**src/rtl/alu_pkg.sv**
```systemverilog
// Shared definitions for the ALU control stage: opcode and state encodings,
// plus the bit positions of the fields inside an instruction word.
package alu_pkg;

  typedef enum logic [2:0] {
    INC  = 3'b000,
    DEC  = 3'b001,
    NOT  = 3'b010,
    MASK = 3'b011,
    SHL  = 3'b100,
    SHR  = 3'b101,
    ORLO = 3'b110,
    CLR  = 3'b111
  } opcode_e;

  typedef enum logic {
    IDLE = 1'b0,
    EXEC = 1'b1
  } state_e;

  localparam int LOAD_BIT = 15;
  localparam int IMM_MSB  = 14;
  localparam int IMM_LSB  = 8;
  localparam int REP_MSB  = 7;
  localparam int REP_LSB  = 4;

endpackage

```
**src/rtl/alu_ctrl.sv**
```systemverilog
// Control stage feeding the 16-bit ALU: instruction handshake, accumulator and repeat loop.
// Optional early retirement on a zero result (and a `zero` flag) under ALU_CTRL_ZERO_STOP_EN.
module alu_ctrl
  import alu_pkg::*;
#(
  parameter int               WIDTH     = 16,
  parameter int               CNT_W     = 4,
  parameter logic [WIDTH-1:0] RESET_ACC = '0
) (
  input  logic             clk,
  input  logic             rst,
  input  logic [15:0]      in_instr,
  input  logic             in_valid,
  output logic             in_ready,
  output logic [15:0]      alu_instruction,
  output logic [WIDTH-1:0] alu_operand,
  input  logic [WIDTH-1:0] alu_result,
  output logic [WIDTH-1:0] acc_out,
  output logic             done,
`ifdef ALU_CTRL_ZERO_STOP_EN
  output logic             zero,
`endif
  output logic [7:0]       instr_count
);

  state_e           state, state_nx;
  logic [WIDTH-1:0] acc, acc_nx;
  logic [15:0]      instr_q, instr_nx;
  logic [CNT_W-1:0] cnt, cnt_nx;
  logic             done_nx;
  logic [7:0]       count_nx;
  logic             accept;
  logic             last_exec;

  assign in_ready        = (state == IDLE);
  assign accept          = in_valid && in_ready;
  assign alu_instruction = instr_q;
  assign alu_operand     = acc;
  assign acc_out         = acc;

  // A zero result may cut the repeat loop short when early stop is built in.
`ifdef ALU_CTRL_ZERO_STOP_EN
  assign last_exec = (cnt == '0) || (alu_result == '0);
`else
  assign last_exec = (cnt == '0);
`endif

  always_ff @(posedge clk or posedge rst) begin
    if (rst) begin
      state       <= IDLE;
      acc         <= RESET_ACC;
      instr_q     <= 16'h0000;
      cnt         <= '0;
      done        <= 1'b0;
      instr_count <= 8'd0;
    end else begin
      state       <= state_nx;
      acc         <= acc_nx;
      instr_q     <= instr_nx;
      cnt         <= cnt_nx;
      done        <= done_nx;
      instr_count <= count_nx;
    end
  end

  always_comb begin
    state_nx = state;
    acc_nx   = acc;
    instr_nx = instr_q;
    cnt_nx   = cnt;
    done_nx  = 1'b0;
    count_nx = instr_count;
    case (state)
      IDLE: begin
        if (accept) begin
          if (in_instr[LOAD_BIT]) begin
            acc_nx   = WIDTH'(in_instr[IMM_MSB:IMM_LSB]);
            done_nx  = 1'b1;
            count_nx = instr_count + 8'd1;
          end else begin
            instr_nx = in_instr;
            cnt_nx   = in_instr[CNT_W+REP_LSB-1:REP_LSB];
            state_nx = EXEC;
          end
        end
      end
      EXEC: begin
        acc_nx = alu_result;
        if (last_exec) begin
          state_nx = IDLE;
          done_nx  = 1'b1;
          count_nx = instr_count + 8'd1;
        end else begin
          cnt_nx = cnt - CNT_W'(1);
        end
      end
      default: state_nx = IDLE;
    endcase
  end

`ifdef ALU_CTRL_ZERO_STOP_EN
  // Flag tracks the accumulator, refreshed only when the accumulator is written.
  always_ff @(posedge clk or posedge rst) begin
    if (rst)
      zero <= 1'b0;
    else if ((state == EXEC) || (accept && in_instr[LOAD_BIT]))
      zero <= (acc_nx == '0);
  end
`endif

endmodule

```
**config.mk**
```make
export PLATFORM = sky130hd
export DESIGN_NAME = alu_ctrl
export DESIGN_NICKNAME = d
export VERILOG_FILES = /design/src/rtl/alu_pkg.sv /design/src/rtl/alu_ctrl.sv
export SDC_FILE = /design/constraint.sdc
export NUM_CORES = 1
export LEC_CHECK = 0
export CAP_MARGIN = 0
export CORE_MARGIN = 3
export CORE_UTILIZATION = 42
export DETAILED_ROUTE_END_ITERATION = 8
export GPL_ROUTABILITY_DRIVEN = 0
export HOLD_SLACK_MARGIN = 0.02
export PLACE_DENSITY = 0.81
export REMOVE_ABC_BUFFERS = 1
export SETUP_SLACK_MARGIN = 0.2
export SYNTH_ARGS = -nofsm -noshare
export SYNTH_HDL_FRONTEND = slang
export SYNTH_SLANG_ARGS = --single-unit
```
**constraint.sdc**
```tcl
create_clock -name clk -period 2.1 [get_ports clk]
set_clock_uncertainty 0.05 [all_clocks]
set_input_delay 0.42 -clock clk [delete_from_list [all_inputs] [get_ports clk]]
set_output_delay 0.42 -clock clk [all_outputs]
set_load 0.005 [all_outputs]
```
==> reports/qor.json <==
{
  "number_of_antenna_violations_at_the_first_check_in_global_routing": 0,
  "postSynthAreaPerCell_um2": 11.4,
  "count_of_flip_flops_with_a_built_in_enable_after_synthesis": 0,
  "worst_setup_path_start_kind": "flop",
  "clkSinkCount": 45,
  "finalMaxSlewViolations": 0,
  "placement.setup.worst_slack_ns": 0.220,
  "synth_sequential_area_ratio_pct": 54.2,
  "ctsResizeCount": 0,
  "post_synth_inst_count": 182,
  "min_period_ns": 1.82,
  "wl_mm": 4.48,
  "global_route.overflow_total": 0,
  "post_cts_hold_buffer_count": 0,
  "arrival_ns": 1.35,
  "design.portCount": 93,
  "num_cts_buffers": 5,
  "core_area_um2": 4560,
  "cpLargestDelayFamily": "buffers and inverters",
  "timing.critical_path.required_ns": 1.63,
  "synth-xor-area-share_pct": 3.37,
  "critPathBufInv": 2,
  "grt_util_all_layers_pct": 16.5,
  "post_synth_arst_share_pct": 100,
  "hold_path_class": "input port to asynchronous set/reset pin",
  "multi_input_area_um2": 761,
  "num_vias": 1578,
  "post_drt_wl_per_cell_um": 13.8,
  "regToRegStartpoint": "cnt[0]",
  "rr_worst_depth": 5,
  "static-leakage-power_nw": 1.33,
  "layout_setup_ws_ns": 0.276,
  "num-nets-final": 297,
  "synth_compound_area_share_pct": 7.59,
  "ff_latch_area_um2": 1130,
  "clock_tree_from_tritoncts": "yes",
  "detail_route.first_pass.iterations": 4,
  "worst_path_largest_cell_delay_ns": 0.51,
  "max_freq_mhz": 548,
  "yosys_register_bits": 45,
  "detail_route.drc_violations": 0,
  "power-per-cell-area_nw_per_um2": 1240,
  "netlist_area_before_placement_um2": 2080,
  "rsz_0062_raised_after_global_routing": "no",
  "timing_hold_violations_final": 0,
  "run_status": "complete, no violations",
  "rr_endpoint": "cnt[1]",
  "placementRows": 24,
  "routed_via_density": 4.86,
  "drt_first_iter_violations": 60,
  "timing.setup.critical_path_class": "flop to output port",
  "yosys_warnings": 0,
  "clock-root-buffer": "sky130_fd_sc_hd__clkbuf_8",
  "synthToLayoutAreaGrowth_pct": 46.7,
  "htree_num_levels": 2,
  "post_synth_mux_area_share_pct": 13.5,
  "maxCapViolCount": 0,
  "die_width_um": 76.3,
  "fp.dieArea_um2": 5820,
  "netlist-cell-type-count": 27,
  "clock_tree.buffer_depth": 2,
  "finalSetupViolCount": 0,
  "fp.dieH_um": 76.3,
  "clk_pin_slew_worst_paths_ns": 0.08,
  "share_of_final_layout_standard_cells_stronger_than_drive_strength_1_pct": 12.7,
  "worst_r2r_setup_slack_ns": 0.36,
  "finalCritPeriodShare_pct": 86.9,
  "post_cts.repair.setup_buffers": 0,
  "critical_path_peak_fanout": 5,
  "fin_setup_tns_ns": 0,
  "port-buffer-count": 91,
  "initial_core_util_pct": 45.5,
  "drt.antenna.violating_nets": 0,
  "synth_top_family_by_area": "multiplexers",
  "dominantRegCellSynth": "sky130_fd_sc_hd__dfrtp_1",
  "fill_cells": 365,
  "timing.critical_path.cells": "inv_1 -> clkdlybuf4s50_1",
  "first_global_vias": 1644,
  "hpwl_after_detailed_placement_mm": 3.29,
  "worst_skew_pair.late_latency_ns": 0.29,
  "synth_fa_ha_area_share_pct": 1.20,
  "antenna_cells_inserted": 0,
  "timing.critical_path.to_type": "output port",
  "grt_pass1_wl_mm": 7.82,
  "worst_ir_drop_vdd_v": 0.000667,
  "crit_path_top_delay_cell": "sky130_fd_sc_hd__clkdlybuf4s50_1",
  "simple_gate_area_share_of_the_yosys_netlist_pct": 10.8,
  "grt_start_max_net_pins": 39
}
[synth_stat cells, types with 2 or more instances]
master,instances,share of area [%]
sky130_fd_sc_hd__and3b_1,2,0.84
sky130_fd_sc_hd__mux2i_1,10,4.8
sky130_fd_sc_hd__o2111ai_1,2,0.84
sky130_fd_sc_hd__inv_1,7,1.3
sky130_fd_sc_hd__ha_1,2,1.2
sky130_fd_sc_hd__clkbuf_1,4,0.72
sky130_fd_sc_hd__o211ai_1,3,1.1
sky130_fd_sc_hd__nor3_1,2,0.48
sky130_fd_sc_hd__buf_2,2,0.48
sky130_fd_sc_hd__xnor2_1,8,3.4
sky130_fd_sc_hd__mux2_2,16,8.7
sky130_fd_sc_hd__buf_4,17,6.1
sky130_fd_sc_hd__o21ai_0,19,4.6
sky130_fd_sc_hd__and4_1,3,1.3
sky130_fd_sc_hd__nand2_1,28,5.1
sky130_fd_sc_hd__nor2b_1,2,0.60
sky130_fd_sc_hd__dfrtp_1,45,54
[per-layer routing]
| layer | track usage [%] | routed length, um | vias to the layer above |
|---|---|---|---|
| met4 | 5.80 | 58 | 0 |
| li1 | - | - | 756 |
| met5 | 0 | 0 | - |
| met3 | 5.08 | 389 | 7 |
| met1 | 21.7 | 2040 | 740 |
| met2 | 25.8 | 1980 | 75 |
[sequential cells by signal, summed over array words and instances (netlist names)]
register / cells
acc_out: 16
alu_instruction: 15
cnt: 4
done: 1
instr_count: 8
state: 1
[worst max-delay path by stage]
stage,slack (ns),from,depth (start not counted),endpoint
after floorplan,0.15,state,3,cnt[3]
after global placement,0.25,in_valid,5,cnt[3]
after detailed placement,0.22,in_instr[15],4,instr_count[1]
after CTS,0.25,state,2,in_ready
after global routing,0.21,cnt[0],5,cnt[0]
final,0.28,state,2,in_ready
[layout by cell type (no fill, tap or decap)]
master and count:
sky130_fd_sc_hd__clkdlybuf4s50_1 91, sky130_fd_sc_hd__dfrtp_1 44, sky130_fd_sc_hd__nand2_1 28, sky130_fd_sc_hd__o21ai_0 19, sky130_fd_sc_hd__mux2_2 16, sky130_fd_sc_hd__mux2i_1 10, sky130_fd_sc_hd__xnor2_1 8, sky130_fd_sc_hd__inv_1 6
sky130_fd_sc_hd__clkbuf_8 6, sky130_fd_sc_hd__and4_1 3, sky130_fd_sc_hd__o211ai_1 3, sky130_fd_sc_hd__and3b_1 2, sky130_fd_sc_hd__o2111ai_1 2, sky130_fd_sc_hd__nor3_1 2, sky130_fd_sc_hd__nor2b_1 2, sky130_fd_sc_hd__ha_1 2
sky130_fd_sc_hd__buf_12 2, sky130_fd_sc_hd__buf_4 2, sky130_fd_sc_hd__and4bb_2 1, sky130_fd_sc_hd__nor2_2 1, sky130_fd_sc_hd__nor3b_4 1, sky130_fd_sc_hd__or3b_2 1, sky130_fd_sc_hd__a21oi_2 1, sky130_fd_sc_hd__inv_2 1
sky130_fd_sc_hd__and3_1 1, sky130_fd_sc_hd__a221oi_1 1, sky130_fd_sc_hd__a21oi_1 1, sky130_fd_sc_hd__conb_1 1, sky130_fd_sc_hd__clkbuf_1 1, sky130_fd_sc_hd__dfrtp_2 1
[cell families after synthesis]
logic type	count (synthesis)
AO/OA/AOI/OAI	27
XOR/XNOR	8
adder cells (fa/ha/maj)	2
buffers and inverters	31
flip-flops	45
multiplexers	26
other	1
AND/OR/NAND/NOR	42
[final cells by class]
| type | count | share of cell area [%] |
|---|---|---|
| inverter | 7 | 0.862 |
| tap | 65 | 2.67 |
| clock buffer | 7 | 2.83 |
| sequential | 45 | 37.0 |
| multi-input combinational | 106 | 25.0 |
| timing repair buffer | 95 | 31.7 |
[through the flow]
stage / std cells / hold WS, ns / instance area [um^2] / total power, mW / util [%]
after floorplan: 158 / 0.419 / 1910 / 2.14 / -
after global placement: 318 / 0.411 / 2960 / 3.25 / 64.9
after detailed placement: 318 / 0.415 / 2960 / 3.30 / 64.9
after CTS: 325 / 0.410 / 3050 / 3.85 / 66.7
after global routing: 325 / 0.431 / 3050 / 4.09 / 66.8
final: 325 / 0.400 / 3050 / 3.79 / 66.8
[power by group]
part	total, mW	internal [mW]	switching, mW
sequential	1.52	1.23	0.283
combinational	1.74	1.15	0.593
clock	0.531	0.261	0.270
total	3.79	2.64	1.15
Power figures use the tool's default switching activity.
